===== src/rtl/hb_monitor_if.sv =====
// rtl/hb_monitor_if.sv - control/status bundle of the heartbeat link monitor
//
// Purpose: groups the link-condition inputs, the received command and the
//          monitor status outputs into one bundle.
// Signals:
//   pcs_reset, mr_autoneg_enable, an_link_good, multidrop - link conditions
//   rx_cmd[1:0]      - received command (00 BEACON, 01 COMMIT, 10 HEARTBEAT, 11 NONE)
//   mon_state[2:0]   - monitor state encoding
//   hb_link_ok       - remote heartbeat present
//   hb_fault         - one-cycle pulse on entry to LINK_FAIL
//   hb_miss_cnt[3:0] - consecutive timeouts, saturating at MISS_LIMIT
//   hb_rx_count[15:0]- heartbeat event count (0 unless statistics are built in)
// Modports: master drives the inputs and observes status; slave is the monitor.

interface hb_monitor_if;
   logic        pcs_reset;
   logic        mr_autoneg_enable;
   logic        an_link_good;
   logic        multidrop;
   logic [1:0]  rx_cmd;
   logic [2:0]  mon_state;
   logic        hb_link_ok;
   logic        hb_fault;
   logic [3:0]  hb_miss_cnt;
   logic [15:0] hb_rx_count;

   modport master (
      output pcs_reset, mr_autoneg_enable, an_link_good, multidrop, rx_cmd,
      input  mon_state, hb_link_ok, hb_fault, hb_miss_cnt, hb_rx_count
   );

   modport slave (
      input  pcs_reset, mr_autoneg_enable, an_link_good, multidrop, rx_cmd,
      output mon_state, hb_link_ok, hb_fault, hb_miss_cnt, hb_rx_count
   );
endinterface


===== src/rtl/hb_monitor.sv =====
// rtl/hb_monitor.sv - heartbeat link monitor with miss counting and fault pulse
//
// Purpose: watches received HEARTBEAT commands, times the silence between
//          them and walks INIT/WAIT_FIRST/LINK_OK/MISSING/LINK_FAIL/DISABLED.
// Parameters:
//   HB_TIMEOUT - cycles of silence that count as one miss (2..65535)
//   MISS_LIMIT - consecutive misses that declare link failure (1..15)
// Ports:
//   clk   - rising-edge clock
//   rst_n - asynchronous active-low reset
//   mon   - hb_monitor_if.slave: link conditions and rx_cmd in, status out
// Build option: define HB_MON_STATS_EN to include the hb_rx_count counter;
//   otherwise hb_rx_count is tied to 0.

module hb_monitor #(
   parameter logic [15:0] HB_TIMEOUT = 16'd1000,
   parameter logic [3:0]  MISS_LIMIT = 4'd3
) (
   input  logic         clk,
   input  logic         rst_n,
   hb_monitor_if.slave  mon
);

   typedef enum logic [2:0] {
      ST_INIT       = 3'b000,
      ST_WAIT_FIRST = 3'b001,
      ST_LINK_OK    = 3'b010,
      ST_MISSING    = 3'b011,
      ST_LINK_FAIL  = 3'b100,
      ST_DISABLED   = 3'b101
   } state_t;

   localparam logic [1:0]  CMD_BEACON    = 2'b00;
   localparam logic [1:0]  CMD_HEARTBEAT = 2'b10;
   localparam logic [15:0] TIMER_LAST    = HB_TIMEOUT - 16'd1;

   state_t      state_q, state_d;
   logic [15:0] timer_q, timer_d;
   logic [3:0]  miss_q, miss_d;
   logic        hb_lvl_q, hb_lvl_d;
   logic        hb_evt_q, hb_evt_d;
   logic        link_ok_q, link_ok_d;
   logic        fault_q, fault_d;

   logic        enable;
   logic        timeout;
   logic        timer_run;

   always_comb begin
      enable  = !mon.pcs_reset && mon.mr_autoneg_enable && mon.an_link_good && !mon.multidrop;
      timeout = (timer_q == TIMER_LAST);

      // Edge detect on the HEARTBEAT level so a held command counts once.
      hb_lvl_d = (mon.rx_cmd == CMD_HEARTBEAT);
      hb_evt_d = hb_lvl_d && !hb_lvl_q;

      state_d = state_q;
      miss_d  = miss_q;

      if (!enable) begin
         state_d = ST_INIT;
      end else if (mon.rx_cmd == CMD_BEACON) begin
         state_d = ST_DISABLED;
      end else begin
         unique case (state_q)
            ST_INIT: begin
               state_d = ST_WAIT_FIRST;
               miss_d  = 4'd0;
            end
            ST_WAIT_FIRST: begin
               if (hb_evt_q) state_d = ST_LINK_OK;
            end
            ST_LINK_OK: begin
               // A heartbeat landing on the timeout cycle wins.
               if (!hb_evt_q && timeout) begin
                  miss_d  = 4'd1;
                  state_d = (MISS_LIMIT == 4'd1) ? ST_LINK_FAIL : ST_MISSING;
               end
            end
            ST_MISSING: begin
               if (hb_evt_q) begin
                  state_d = ST_LINK_OK;
                  miss_d  = 4'd0;
               end else if (timeout) begin
                  if (miss_q + 4'd1 >= MISS_LIMIT) begin
                     state_d = ST_LINK_FAIL;
                     miss_d  = MISS_LIMIT;
                  end else begin
                     miss_d  = miss_q + 4'd1;
                  end
               end
            end
            ST_LINK_FAIL: begin
               if (hb_evt_q) begin
                  state_d = ST_LINK_OK;
                  miss_d  = 4'd0;
               end
            end
            ST_DISABLED: begin
               state_d = ST_DISABLED;
            end
            default: begin
               state_d = ST_INIT;
            end
         endcase
      end

      // Timer only runs in the watching states and restarts on every event or miss.
      timer_run = (state_q == ST_WAIT_FIRST) || (state_q == ST_LINK_OK) || (state_q == ST_MISSING);
      timer_d   = (timer_run && !hb_evt_q && !timeout) ? timer_q + 16'd1 : 16'd0;

      link_ok_d = (state_d == ST_LINK_OK) || (state_d == ST_MISSING);
      fault_d   = (state_d == ST_LINK_FAIL) && (state_q != ST_LINK_FAIL);
   end

   always_ff @(posedge clk or negedge rst_n) begin
      if (!rst_n) begin
         state_q   <= ST_INIT;
         timer_q   <= 16'd0;
         miss_q    <= 4'd0;
         hb_lvl_q  <= 1'b0;
         hb_evt_q  <= 1'b0;
         link_ok_q <= 1'b0;
         fault_q   <= 1'b0;
      end else begin
         state_q   <= state_d;
         timer_q   <= timer_d;
         miss_q    <= miss_d;
         hb_lvl_q  <= hb_lvl_d;
         hb_evt_q  <= hb_evt_d;
         link_ok_q <= link_ok_d;
         fault_q   <= fault_d;
      end
   end

   assign mon.mon_state   = state_q;
   assign mon.hb_link_ok  = link_ok_q;
   assign mon.hb_fault    = fault_q;
   assign mon.hb_miss_cnt = miss_q;

`ifdef HB_MON_STATS_EN
   logic [15:0] rx_cnt_q, rx_cnt_d;

   always_comb begin
      rx_cnt_d = rx_cnt_q;
      if (!enable) begin
         rx_cnt_d = 16'd0;
      end else if (hb_evt_q && (rx_cnt_q != 16'hFFFF)) begin
         rx_cnt_d = rx_cnt_q + 16'd1;
      end
   end

   always_ff @(posedge clk or negedge rst_n) begin
      if (!rst_n) begin
         rx_cnt_q <= 16'd0;
      end else begin
         rx_cnt_q <= rx_cnt_d;
      end
   end

   assign mon.hb_rx_count = rx_cnt_q;
`else
   assign mon.hb_rx_count = 16'd0;
`endif

endmodule


===== src/flat_wrapper.sv =====
// flat-port wrapper written by rule: the top's interface ports become plain ports
module hb_monitor_flat 
#(
   parameter logic [15:0] HB_TIMEOUT = 16'd1000,
   parameter logic [3:0]  MISS_LIMIT = 4'd3
)
  (clk, rst_n, mon_pcs_reset, mon_mr_autoneg_enable, mon_an_link_good, mon_multidrop, mon_rx_cmd, mon_mon_state, mon_hb_link_ok, mon_hb_fault, mon_hb_miss_cnt, mon_hb_rx_count);
  hb_monitor_if mon_i ();
  input  logic clk;
  input  logic rst_n;
  input wire logic [$bits(mon_i.pcs_reset)-1:0] mon_pcs_reset;
  input wire logic [$bits(mon_i.mr_autoneg_enable)-1:0] mon_mr_autoneg_enable;
  input wire logic [$bits(mon_i.an_link_good)-1:0] mon_an_link_good;
  input wire logic [$bits(mon_i.multidrop)-1:0] mon_multidrop;
  input wire logic [$bits(mon_i.rx_cmd)-1:0] mon_rx_cmd;
  output wire logic [$bits(mon_i.mon_state)-1:0] mon_mon_state;
  output wire logic [$bits(mon_i.hb_link_ok)-1:0] mon_hb_link_ok;
  output wire logic [$bits(mon_i.hb_fault)-1:0] mon_hb_fault;
  output wire logic [$bits(mon_i.hb_miss_cnt)-1:0] mon_hb_miss_cnt;
  output wire logic [$bits(mon_i.hb_rx_count)-1:0] mon_hb_rx_count;
  assign mon_i.pcs_reset = mon_pcs_reset;
  assign mon_i.mr_autoneg_enable = mon_mr_autoneg_enable;
  assign mon_i.an_link_good = mon_an_link_good;
  assign mon_i.multidrop = mon_multidrop;
  assign mon_i.rx_cmd = mon_rx_cmd;
  assign mon_mon_state = mon_i.mon_state;
  assign mon_hb_link_ok = mon_i.hb_link_ok;
  assign mon_hb_fault = mon_i.hb_fault;
  assign mon_hb_miss_cnt = mon_i.hb_miss_cnt;
  assign mon_hb_rx_count = mon_i.hb_rx_count;
  hb_monitor #(.HB_TIMEOUT(HB_TIMEOUT), .MISS_LIMIT(MISS_LIMIT)) u_core (.clk(clk), .rst_n(rst_n), .mon(mon_i));
endmodule

===== config.mk =====
export PLATFORM = sky130hd
export DESIGN_NAME = hb_monitor_flat
export DESIGN_NICKNAME = d
export VERILOG_FILES = /design/src/rtl/hb_monitor_if.sv /design/src/rtl/hb_monitor.sv /design/src/flat_wrapper.sv
export SDC_FILE = /design/constraint.sdc
export NUM_CORES = 1
export LEC_CHECK = 0
export ABC_AREA = 1
export CAP_MARGIN = 20
export CORE_ASPECT_RATIO = 1.25
export CORE_MARGIN = 2
export CORE_UTILIZATION = 55
export CTS_CLUSTER_DIAMETER = 150
export CTS_CLUSTER_SIZE = 28
export DETAILED_ROUTE_END_ITERATION = 10
export HOLD_SLACK_MARGIN = 0.03
export PLACE_DENSITY = 0.81
export SLEW_MARGIN = 10
export SYNTH_ARGS = -nofsm -noshare
export SYNTH_HDL_FRONTEND = slang
export SYNTH_SLANG_ARGS = --single-unit

===== constraint.sdc =====
create_clock -name clk -period 3.1 [get_ports clk]
set_clock_uncertainty 0.05 [all_clocks]
set_input_delay 0.62 -clock clk [delete_from_list [all_inputs] [get_ports clk]]
set_output_delay 0.62 -clock clk [all_outputs]
set_load 0.05 [all_outputs]

==> flow_summary.yaml <==
worst_setup_path:
  crit_fanout: 6
  critical-path-top-delay-family: "buffers and inverters"
  worst_path_max_delay_cell: "clkdlybuf4s50_1"
  critPathCaptureType: "output port"
  critical_path_required_ns: 2.43
  cp.buffers_inverters: 1
  cp_data_arrival_time_ns: 1.64
  start_kind: "flop"
  worstSetupPathType: "flop to output port"
  max_stage_delay_ns: 0.85
  path_cells: "clkdlybuf4s50_1"
synthesis:
  ys_seq_elements: 27
  synth_cell_type_count: 27
  synth_cells: 229
  avgSynthCellArea_um2: 7.32
  ys_async_sr_fraction_pct: 100
  synth_edf_count: 0
  synthFlopType: "dfrtp_1"
  synth_warnings: 0
  syn-cell-area_um2: 1680
  ys_seq_area_share_pct: 40.3
global_route:
  grt_pass1_vias: 1338
  antenna_found_initial: 0
  gr-usage-all-layers_pct: 20.6
  grt_max_degree: 28
  grt_pass1_wl_um: 5450
  grt.overflow.total: 0
finish:
  drive_above_1_share_pct: 8.06
  nNetsFinal: 260
  seq_area_um2: 676
  fin_cells: 284
  utilization_pct: 63.3
  antenna_cells: 0
  multi_input_area_um2: 792
  nFillCells: 270
  area_growth_pct: 10.2
  design_area_um2: 1850
hold_path:
  hold_path.class: "flop to flop"
die:
  ios: 33
  die_h_um: 65.7
  initial_core_util_pct: 57.4
  rows: 22
  coreArea_um2: 2920
  fp.dieW_um: 53.4
  dieArea_um2: 3510
power:
  max-vdd-ir-drop_uv: 319
  leakagePower_nw: 0.918
  powerDensity_nw_per_um2: 352
placed_design:
  dpl.cell_count: 280
  routabilityCongestion: 0.921
  post-dp-hpwl_um: 2440
  placed_area_um2: 1820
  port-buffer-count: 16
clock_tree:
  postCtsSetupBuffers: 0
  clkTransAtPathRegs_ns: 0.13
  clock_sinks: 27
  cts_buffers: 3
  postCtsHoldBufs: 0
  h-tree-depth: 1
  cts_root_buf: "clkbuf_4"
  clock_latency_ns: 0.32
  ctsResizeCount: 0
  clk_path_buf_depth: 2
  cts_tree: "built"
timing:
  fin_crit_sh_pct: 74.4
  drv_slew: 0
  slew_headroom_pct: 66.3
  worstMarginPinSlew_ns: 0.503
  rsz0062_at_grt: "no"
  setup_viol: 0
  max_freq_ghz: 0.433
  final.min_clock_period_ns: 2.31
  hold_viol: 0
  fin_tns_setup_ns: 0
detailed_routing:
  drtIter0Drc: 23
  drt-vias-per-instance: 4.96
  drtAntennaViolNets: 0
  routedWlPerCell_um: 10.7
  drtPass1Iterations: 4
  drc_errors: 0
  dr_total_vias: 1409
  wl_um: 3040
job:
  cap_violations: 0
run_status:
  run_status: "completed"
-- layout make-up --
type                            instances  share of cell area (%)
Timing Repair Buffer                   17                    9.08
Tap cell                               36                    2.44
Multi-Input combinational cell        163                    42.9
Inverter                               37                    7.53
Sequential cell                        27                    36.6
Clock buffer                            4                    1.42
-- stage by stage --
stage / setup WS (ns) / hold slack, ns / total power, W
6_report: 0.793 / 0.362 / 0.000650
3_5_place_dp: 0.894 / 0.345 / 0.000511
3_3_place_gp: 0.927 / 0.340 / 0.000509
2_1_floorplan: 1.26 / 0.274 / 0.000487
5_1_grt: 0.708 / 0.413 / 0.000688
4_1_cts: 0.772 / 0.363 / 0.000657
-- cell families (layout without fill, tap and decap cells) --
| family | count (synthesis) | in the layout | synth area share [%] |
|---|---|---|---|
| other | 1 | 16 | 0.224 |
| AND/OR/NAND/NOR | 118 | 118 | 32.8 |
| XOR/XNOR | 1 | 1 | 0.523 |
| flip-flops | 27 | 27 | 40.3 |
| buffers and inverters | 54 | 58 | 15.8 |
| adder cells (fa/ha/maj) | 3 | 3 | 2.24 |
| AO/OA/AOI/OAI | 25 | 25 | 8.14 |
-- power by group --
part / switching (W) / internal [W]
Sequential: 0.00000986 / 0.000361
Combinational: 0.000101 / 0.0000317
Clock: 0.0000958 / 0.0000503
Total: 0.000206 / 0.000443
-- sequential cells by signal (all words and copies together) (netlist names) --
name	count
u_core.hb_evt_q	1
u_core.hb_lvl_q	1
u_core.mon.hb_fault	1
u_core.mon.hb_link_ok	1
u_core.mon.hb_miss_cnt	4
u_core.mon.mon_state	3
u_core.timer_q	16
-- worst reg2reg max path, delay by kind of cell, from the launching register on --
kind	cells	cell delay, ns
adder cells (fa/ha/maj)	1	0.21
AND/OR/NAND/NOR	4	0.72
flip-flops	1	0.40
buffers and inverters	1	0.22
AO/OA/AOI/OAI	2	0.18
-- Yosys cell counts (2+ instances only) --
library cell,number,area share (%)
inv_2,5,1.1
nor2_1,33,7.4
nand2_2,2,0.75
ha_1,3,2.2
a21oi_1,10,3.0
nand3_1,19,5.7
nor3_2,2,1.2
nand2_4,2,1.3
inv_1,32,7.2
nand4_1,3,1.1
nand2_1,40,9.0
nor3_1,12,3.6
buf_4,16,7.2
o21ai_0,11,3.3
dfrtp_1,27,40
-- cells in the final DEF, fill, tap and decap left out, types with 3 or more instances in the layout --
cell type,count
nand2_1,40
nor2_1,33
inv_1,32
dfrtp_1,27
nand3_1,19
conb_1,16
clkdlybuf4s50_1,16
nor3_1,12
o21ai_0,11
a21oi_1,10
inv_2,5
nand4_1,3
ha_1,3
clkbuf_4,3
-- metal layers --
metal  track usage [%]  share of wire (%)  vias up
li1                  -                  -      734
met5                 0                  0        -
met4              7.69                1.9        0
met2              35.8                 51       30
met3              2.27                3.7        7
met1              25.4                 43      638
-- final timing paths --
kind                                                        from                                    end  slack, ns  cells after the start
setup / recovery           u_core.mon.hb_miss_cnt[1]$_DFFE_PN0P_                     mon_hb_miss_cnt[1]       0.79                      1
hold / removal                         u_core.hb_lvl_q$_DFF_PN0_              u_core.hb_evt_q$_DFF_PN0_       0.36                      1
setup reg to reg                     u_core.timer_q[0]$_DFF_PN0_            u_core.timer_q[3]$_DFF_PN0_       1.23                      8
hold reg to reg                        u_core.hb_lvl_q$_DFF_PN0_              u_core.hb_evt_q$_DFF_PN0_       0.36                      1
max in group asynchronous                                  rst_n           u_core.timer_q[13]$_DFF_PN0_       2.15                      2
min in group asynchronous                                  rst_n  u_core.mon.hb_miss_cnt[3]$_DFFE_PN0P_       0.60                      2
(Power assumes the default switching activity.)
